===== src/rtl/if_fetch_unit.sv =====
// RV32I instruction fetch stage: owns the fetch PC, issues word reads to instruction memory,
// buffers in-order responses with their PCs and hands them to decode; redirects squash stale words.
module if_fetch_unit #(
    parameter int              XLEN     = 32,
    parameter logic [XLEN-1:0] RESET_PC = '0,
    parameter int              DEPTH    = 2
) (
    input  logic            clk,
    input  logic            rst,
    output logic            imem_req_valid,
    input  logic            imem_req_ready,
    output logic [XLEN-1:0] imem_addr,
    input  logic            imem_rsp_valid,
    input  logic [XLEN-1:0] imem_rsp_data,
    input  logic            redirect_valid,
    input  logic [XLEN-1:0] redirect_pc,
    input  logic            halt,
    output logic            inst_valid,
    input  logic            inst_ready,
    output logic [XLEN-1:0] inst,
    output logic [XLEN-1:0] inst_pc
);

    localparam logic [XLEN-1:0] NOP = XLEN'(32'h0000_0013);
    localparam int CW = $clog2(DEPTH + 1);
    localparam int PW = (DEPTH > 1) ? $clog2(DEPTH) : 1;

    logic [XLEN-1:0] fetch_pc_q, fetch_pc_d;
    logic [XLEN-1:0] rsp_pc_q, rsp_pc_d;
    logic [CW-1:0]   outstanding_q, outstanding_d;
    logic [CW-1:0]   kill_cnt_q, kill_cnt_d;
    logic [CW-1:0]   count_q, count_d;
    logic [PW-1:0]   rd_ptr_q, rd_ptr_d;
    logic [PW-1:0]   wr_ptr_q, wr_ptr_d;
    logic [XLEN-1:0] mem_pc_q   [DEPTH];
    logic [XLEN-1:0] mem_data_q [DEPTH];

    logic            issue, push, pop;
    logic [CW:0]     in_use;
    logic [XLEN-1:0] redirect_base;

    function automatic logic [PW-1:0] ptr_inc(input logic [PW-1:0] p);
        return (p == PW'(DEPTH - 1)) ? '0 : p + PW'(1);
    endfunction

    // Request slots are reserved at issue, so a returning word always has FIFO space.
    always_comb begin
        in_use         = {1'b0, outstanding_q} + {1'b0, count_q};
        imem_req_valid = !rst && !halt && !redirect_valid && (in_use < (CW+1)'(DEPTH));
        issue          = imem_req_valid && imem_req_ready;
        push           = imem_rsp_valid && (kill_cnt_q == '0) && !redirect_valid;
        pop            = (count_q != '0) && inst_ready && !redirect_valid;
        redirect_base  = redirect_pc & ~XLEN'(3);
    end

    always_comb begin
        // NOTE: every _d gets its hold value first so no path through this block infers a latch.
        fetch_pc_d    = fetch_pc_q;
        rsp_pc_d      = rsp_pc_q;
        kill_cnt_d    = kill_cnt_q;
        rd_ptr_d      = rd_ptr_q;
        wr_ptr_d      = wr_ptr_q;
        outstanding_d = outstanding_q + CW'(issue) - CW'(imem_rsp_valid);
        count_d       = count_q + CW'(push) - CW'(pop);

        if (issue) fetch_pc_d = fetch_pc_q + XLEN'(4);
        if (push) begin
            rsp_pc_d = rsp_pc_q + XLEN'(4);
            wr_ptr_d = ptr_inc(wr_ptr_q);
        end
        if (pop) rd_ptr_d = ptr_inc(rd_ptr_q);
        if (imem_rsp_valid && (kill_cnt_q != '0)) kill_cnt_d = kill_cnt_q - CW'(1);

        // Everything still in flight after this cycle's response belongs to the old path.
        if (redirect_valid) begin
            fetch_pc_d = redirect_base;
            rsp_pc_d   = redirect_base;
            kill_cnt_d = outstanding_q - CW'(imem_rsp_valid);
            count_d    = '0;
            rd_ptr_d   = '0;
            wr_ptr_d   = '0;
        end
    end

    always_ff @(posedge clk or posedge rst) begin
        if (rst) begin
            fetch_pc_q    <= RESET_PC;
            rsp_pc_q      <= RESET_PC;
            outstanding_q <= '0;
            kill_cnt_q    <= '0;
            count_q       <= '0;
            rd_ptr_q      <= '0;
            wr_ptr_q      <= '0;
        end else begin
            fetch_pc_q    <= fetch_pc_d;
            rsp_pc_q      <= rsp_pc_d;
            outstanding_q <= outstanding_d;
            kill_cnt_q    <= kill_cnt_d;
            count_q       <= count_d;
            rd_ptr_q      <= rd_ptr_d;
            wr_ptr_q      <= wr_ptr_d;
        end
    end

    // NOTE: FIFO storage is deliberately not reset; count_q alone decides which entries are valid.
    always_ff @(posedge clk) begin
        if (push) begin
            mem_pc_q[wr_ptr_q]   <= rsp_pc_q;
            mem_data_q[wr_ptr_q] <= imem_rsp_data;
        end
    end

    assign imem_addr  = fetch_pc_q;
    assign inst_valid = (count_q != '0);
    assign inst       = inst_valid ? mem_data_q[rd_ptr_q] : NOP;
    assign inst_pc    = inst_valid ? mem_pc_q[rd_ptr_q]   : '0;

endmodule


===== config.mk =====
export PLATFORM = sky130hd
export DESIGN_NAME = if_fetch_unit
export DESIGN_NICKNAME = d
export VERILOG_FILES = /design/src/rtl/if_fetch_unit.sv
export SDC_FILE = /design/constraint.sdc
export NUM_CORES = 1
export LEC_CHECK = 0
export BUFFER_PORTS_ARGS = -buffer_cell sky130_fd_sc_hd__buf_2
export CELL_PAD_IN_SITES_DETAIL_PLACEMENT = 0
export CELL_PAD_IN_SITES_GLOBAL_PLACEMENT = 1
export CORE_UTILIZATION = 44
export DETAILED_ROUTE_END_ITERATION = 7
export MAX_ROUTING_LAYER = met4
export PLACE_DENSITY = 0.87
export SLEW_MARGIN = 15
export SYNTH_ARGS = -nofsm -noshare
export SYNTH_HDL_FRONTEND = slang
export SYNTH_SLANG_ARGS = --single-unit

===== constraint.sdc =====
create_clock -name clk -period 5.4 [get_ports clk]
set_input_delay 0.27 -clock clk [delete_from_list [all_inputs] [get_ports clk]]
set_output_delay 0.27 -clock clk [all_outputs]
set_load 0.01 [all_outputs]

Word level (Yosys, flattened, before mapping)
Memories as Yosys holds them, arrays and structs flattened.
Cells that the tools add are included.
{ "totals": {"ff_bits": 72, "ram_bits": 128, "input_bits": 71, "output_inout_bits": 98, "memories": 2} }
{ "op_classes": {"addsub": 11, "order_cmp": 1, "mux": 17, "n_reduce_logical": 19} }
{ "mem_list": {"columns": ["name", "depth", "word_bits", "read_ports", "rd_ports_with_merged_regs", "wr", "line_no", "rtl"], "rows": [
  ["mem_data_q", 2, 32, 1, 0, 1, "36", "logic [XLEN-1:0] mem_data_q [DEPTH];"],
  ["mem_pc_q", 2, 32, 1, 0, 1, "35", "logic [XLEN-1:0] mem_pc_q [DEPTH];"]
]} }
{ "ops": {"columns": ["operator", "n"], "rows": [
  ["$mux 32", 6],
  ["$add 32x3->32 const B", 2],
  ["$reduce_bool 2->1", 6],
  ["$logic_and 1x1->1", 9],
  ["$mux 1", 8],
  ["$mux 2", 3],
  ["$sub 2x1->2", 3],
  ["$add 2x1->2", 2],
  ["$add 2x2->3", 1],
  ["$logic_not 1->1", 3],
  ["$lt 3x2->1 const B", 1],
  ["$add 1x1->1 const B", 2],
  ["$logic_not 2->1", 1],
  ["$sub 2x1->2 const B", 1]
]} }

Longest topological paths before layout
{ "logic_depth": {"ltp_word": 7, "mapped_depth": 12} }

Worst setup path before layout
OpenSTA, ideal clock, no wires.
{ "synth_timing": {"kind": "reg-to-reg", "from": "register kill_cnt_q[0]", "to": "memory mem_data_q[0][0], enable pin", "setup_time_ps": 482, "arrival_ps": 3519, "required_ps": 4918, "setup_slack_ps": 1398, "path_stages_with_launch": 7, "synth_period_minus_slack_ps": 4002, "cell_sequence": "dfrtp_1 > inv_1 > ha_1 > nand2_1 > inv_1 > nand2_1 > nor2_1"} }
{ "synth_between": {"elab_chain_len": 5} }
{ "synth_lines": {"columns": ["item", "line_no", "rtl"], "rows": [
  ["start: declaration", "31", "logic [CW-1:0] kill_cnt_q, kill_cnt_d;"],
  ["start signal: assignment", "98", "kill_cnt_q <= kill_cnt_d;"],
  ["$logic_not 2->1", "51", "push = imem_rsp_valid && (kill_cnt_q == '0) && !redirect_valid;"],
  ["$logic_and 1x1->1 (2 in a row)", "51", null],
  ["$mux 1", "107", "if (push) begin"],
  ["$mux 1 (not written as such)", "109", "mem_data_q[wr_ptr_q] <= imem_rsp_data;"],
  ["end: declaration", "36", null]
]} }
No other way between the ends.

Worst setup path in the final report
{ "layout_timing": {"from": "register count_q[0]", "to": "register outstanding_q[1]"} }
{ "layout_between": {"elab_chain_len": 6} }
{ "layout_lines": {"columns": ["item", "line_no", "rtl"], "rows": [
  ["start: declaration", "32", "logic [CW-1:0] count_q, count_d;"],
  ["start signal: assignment", "99", "count_q <= count_d;"],
  ["$add 2x2->3", "48", "in_use = {1'b0, outstanding_q} + {1'b0, count_q};"],
  ["$lt 3x2->1", "49", "imem_req_valid = !rst && !halt && !redirect_valid && (in_use < (CW+1)'(DEPTH));"],
  ["$logic_and 1x1->1", "49", null],
  ["$logic_and 1x1->1", "50", "issue = imem_req_valid && imem_req_ready;"],
  ["$add 2x1->2", "63", "outstanding_d = outstanding_q + CW'(issue) - CW'(imem_rsp_valid);"],
  ["$sub 2x1->2", "63", null],
  ["named net outstanding_d[1]", "30", "logic [CW-1:0] outstanding_q, outstanding_d;"],
  ["end signal: assignment", "97", "outstanding_q <= outstanding_d;"],
  ["end: declaration", "30", null]
]} }
The timed path passes the listed nets, and every way through them passes these cells.
A chain may end at the register's enable or synchronous reset.

==> qor.yml <==
finish:
  drive_gt1_share_pct: 25.47
  num-nets-final: 919
  area_growth_pct: 18.72
  antennaDiodeCount: 0
  postLayoutCoreUtil_pct: 53.65
critical_path:
  cp-end-kind: "flop"
  start_kind: "flop"
  cp_data_arrival_time_ps: 3790
  critPathKind: "flop to flop"
  worstPathMaxFanout: 20
  r2r_start: "count_q[0]"
  required_ps: 5750
  startpoint: "count_q[0]"
  r2r_slack_ps: 1960
route:
  dr.pass1.iters: 5
  drt-total-wl_um: 18360
  vias: 5847
  drc: 0
  drtIter0Drc: 288
  wl_per_cell_um: 16.91
  via_per_inst: 5.384
  ant_nets: 0
timing:
  rsz0062_at_grt: "false"
  max_slew_margin_pct: 26.20
  maxSlewViolCount: 0
  final.min_clock_period_ps: 3441
  finalCritPeriodShare_pct: 63.72
  fin_worst_skew_ps: 7.808
  setup_viol: 0
  hold_violations: 0
  fin_ws_ps: 1959
  tightest_slew_ps: 1107
  fmax_mhz: 290.6
  fin_tns_setup_ps: 0
synth:
  async_reset_ff_share_pct: 35.42
  synth_warnings: 0
  synth_xor_area_share_pct: 4.338
  ys_seq_area_share_pct: 63.97
  synth_edf_count: 124
  syn_area_mm2: 0.008481
  syn_area_per_cell_um2: 12.45
  ys_ff_latch: 192
  synthMuxAreaShare_pct: 8.351
  synth_cells: 681
  ys.flop_type: "edfxtp_1"
  synth_top_family_by_area: "simple AND/OR/NAND/NOR gates"
  synth_cell_types: 49
  synth_area_leaders: "edfxtp_1, dfrtp_1, mux2i_1, nor2_1, xor2_1"
  synth-compound-area-share_pct: 5.474
  synth_adder_area_share_pct: 1.416
  yosysTopAreaCell: "edfxtp_1"
  synthSimpleGateAreaFrac_pct: 13.81
  synth_top_area_share_pct: 43.91
global_routing:
  grt_use_total_pct: 19.83
  top_usage_layer: "met2"
  grt_overflow: 0
  met3_usage_pct: 4.212
  grt_max_degree: 69
  first_global_vias: 5566
  met1_usage_pct: 28.01
  grt_pass1_wl_um: 29330
  met2_usage_pct: 28.65
  antenna_found_initial: 0
clock_network:
  cts.sinks: 192
  htree_levels: 4
  clockBufferDepth: 2
  cts_tree: "built"
  holdBufCountCts: 0
  root_buffer: "clkbuf_16"
  post_cts_buffers: 0
  clkTransAtPathRegs_ps: 70
  post_cts_resized: 0
  numCtsBuffers: 17
  clk_latency_ps: 430
place:
  place_worst_setup_slack_ps: 1964
  gp_congestion: 0.8567
  hpwl_um: 12410
  io_buffers: 162
floorplanning:
  io_pins: 169
  num_rows: 50
  fp.dieArea_mm2: 0.01983
  die-width_um: 140.8
  core_area_mm2: 0.01877
  die_h_um: 140.8
  start_util_pct: 45.19
power:
  clkPwrFrac_pct: 32.1
  power_mw: 3.737
  power_frac_comb_pct: 18.1
  seq_power_share_pct: 49.8
  total_leakage_power_nw: 3.958
  vdd_ir_drop_max_mv: 0.2296
  switching_share_pct: 28.75
  switchingPower_mw: 1.074
  p_per_area_mw_per_mm2: 371.1
  p_int_mw: 2.662
min_path:
  hold_class: "primary input to flop"
  hold_start: "imem_rsp_data[29]"
outcome:
  run_status: "finished, final reports clean"
job:
  drv_cap: 0
-- registers in the layout, indices dropped and copies added, names as in the netlist --
name           flops
count_q            2
imem_addr         30
kill_cnt_q         2
mem_data_q        64
mem_pc_q          60
outstanding_q      2
rd_ptr_q           1
rsp_pc_q          30
wr_ptr_q           1
-- kinds of logic (layout without fill, tap and decap cells) --
group | after synthesis | in the layout
compound gates | 75 | 75
xor+xnor | 42 | 42
fa+ha+maj | 9 | 9
buf+inv | 48 | 216
flops | 192 | 192
mux | 70 | 70
other cells | 1 | 4
simple gates | 244 | 244
-- final timing paths --
path / endpoint / cells past startpoint
max: outstanding_q[1] / 10
min: mem_data_q[1][29] / 1
max reg2reg: outstanding_q[1] / 10
min reg2reg: mem_pc_q[1][23] / 0
max in group asynchronous: rd_ptr_q / 3
min in group asynchronous: imem_addr[2] / 3
-- critical path, cell delays in order, from the launching register on --
cell     delay, ps
dfrtp_1        420
and2_1         160
fa_1           480
or4_4          460
nor2_4         430
inv_1          450
ha_1           420
inv_1           40
ha_1           180
xnor2_1        170
xnor2_1        140
-- power groups by stage --
stage / combinational [mW] / clock (mW) / sequential (mW)
global placement: 0.671 / 0 / 1.89
detailed placement: 0.683 / 0 / 1.89
finish: 0.675 / 1.20 / 1.86
global route: 0.753 / 1.29 / 1.88
CTS: 0.687 / 1.23 / 1.86
floorplan: 0.466 / 0 / 1.83
-- cells in the final DEF, fill, tap and decap left out, drive strengths merged, types with 9 or more instances in the layout --
master / n
and3: 9
inv: 18
nand3: 37
nand2: 55
nor2: 87
xor2: 31
clkbuf: 20
dfrtp: 68
buf: 168
mux2i: 64
o21ai: 37
xnor2: 11
nand4: 27
edfxtp: 124
o211ai: 11
-- Yosys cell counts (3+ instances only) --
cell type	instances
inv_1	15
nor2_1	86
and3_1	9
nand2_1	55
o311ai_0	6
clkbuf_1	19
buf_4	4
buf_6	3
dfrtp_1	68
nor4_1	4
edfxtp_1	124
and2_1	3
xnor2_1	11
ha_1	8
buf_1	4
and4_1	3
a21oi_1	8
mux2i_1	64
o21ai_0	37
nor3_1	6
nand3_1	36
mux2_2	6
nand4_1	27
a21o_1	3
o211ai_1	11
xor2_1	31
nand2b_1	3
-- area by class of cell --
type                            count  area, µm²
Fill cell                        1639       8700
Sequential cell                   192       5429
Multi-Input combinational cell    444       2863
Timing Repair Buffer              168      855.8
Clock buffer                       20      456.7
Tap cell                          234      292.8
Clock inverter                     12      111.4
Inverter                           16      60.06
-- per-stage QoR --
| stage | instances | hold WS (ps) | cell area [µm²] |
|---|---|---|---|
| floorplan | 684 | 368.9 | 8492 |
| global placement | 1054 | 450.3 | 9500 |
| detailed placement | 1054 | 461.5 | 9500 |
| CTS | 1086 | 12.19 | 10070 |
| global route | 1086 | 8.198 | 10070 |
| finish | 1086 | 29.06 | 10070 |
-- metal layers --
layer / vias to the layer above / part of all wire [%]
met3: 19 / 7.3
met1: 2809 / 47
met5: - / 0
li1: 2794 / -
met4: 0 / 1.3
met2: 225 / 44
(Power assumes the default switching activity.)
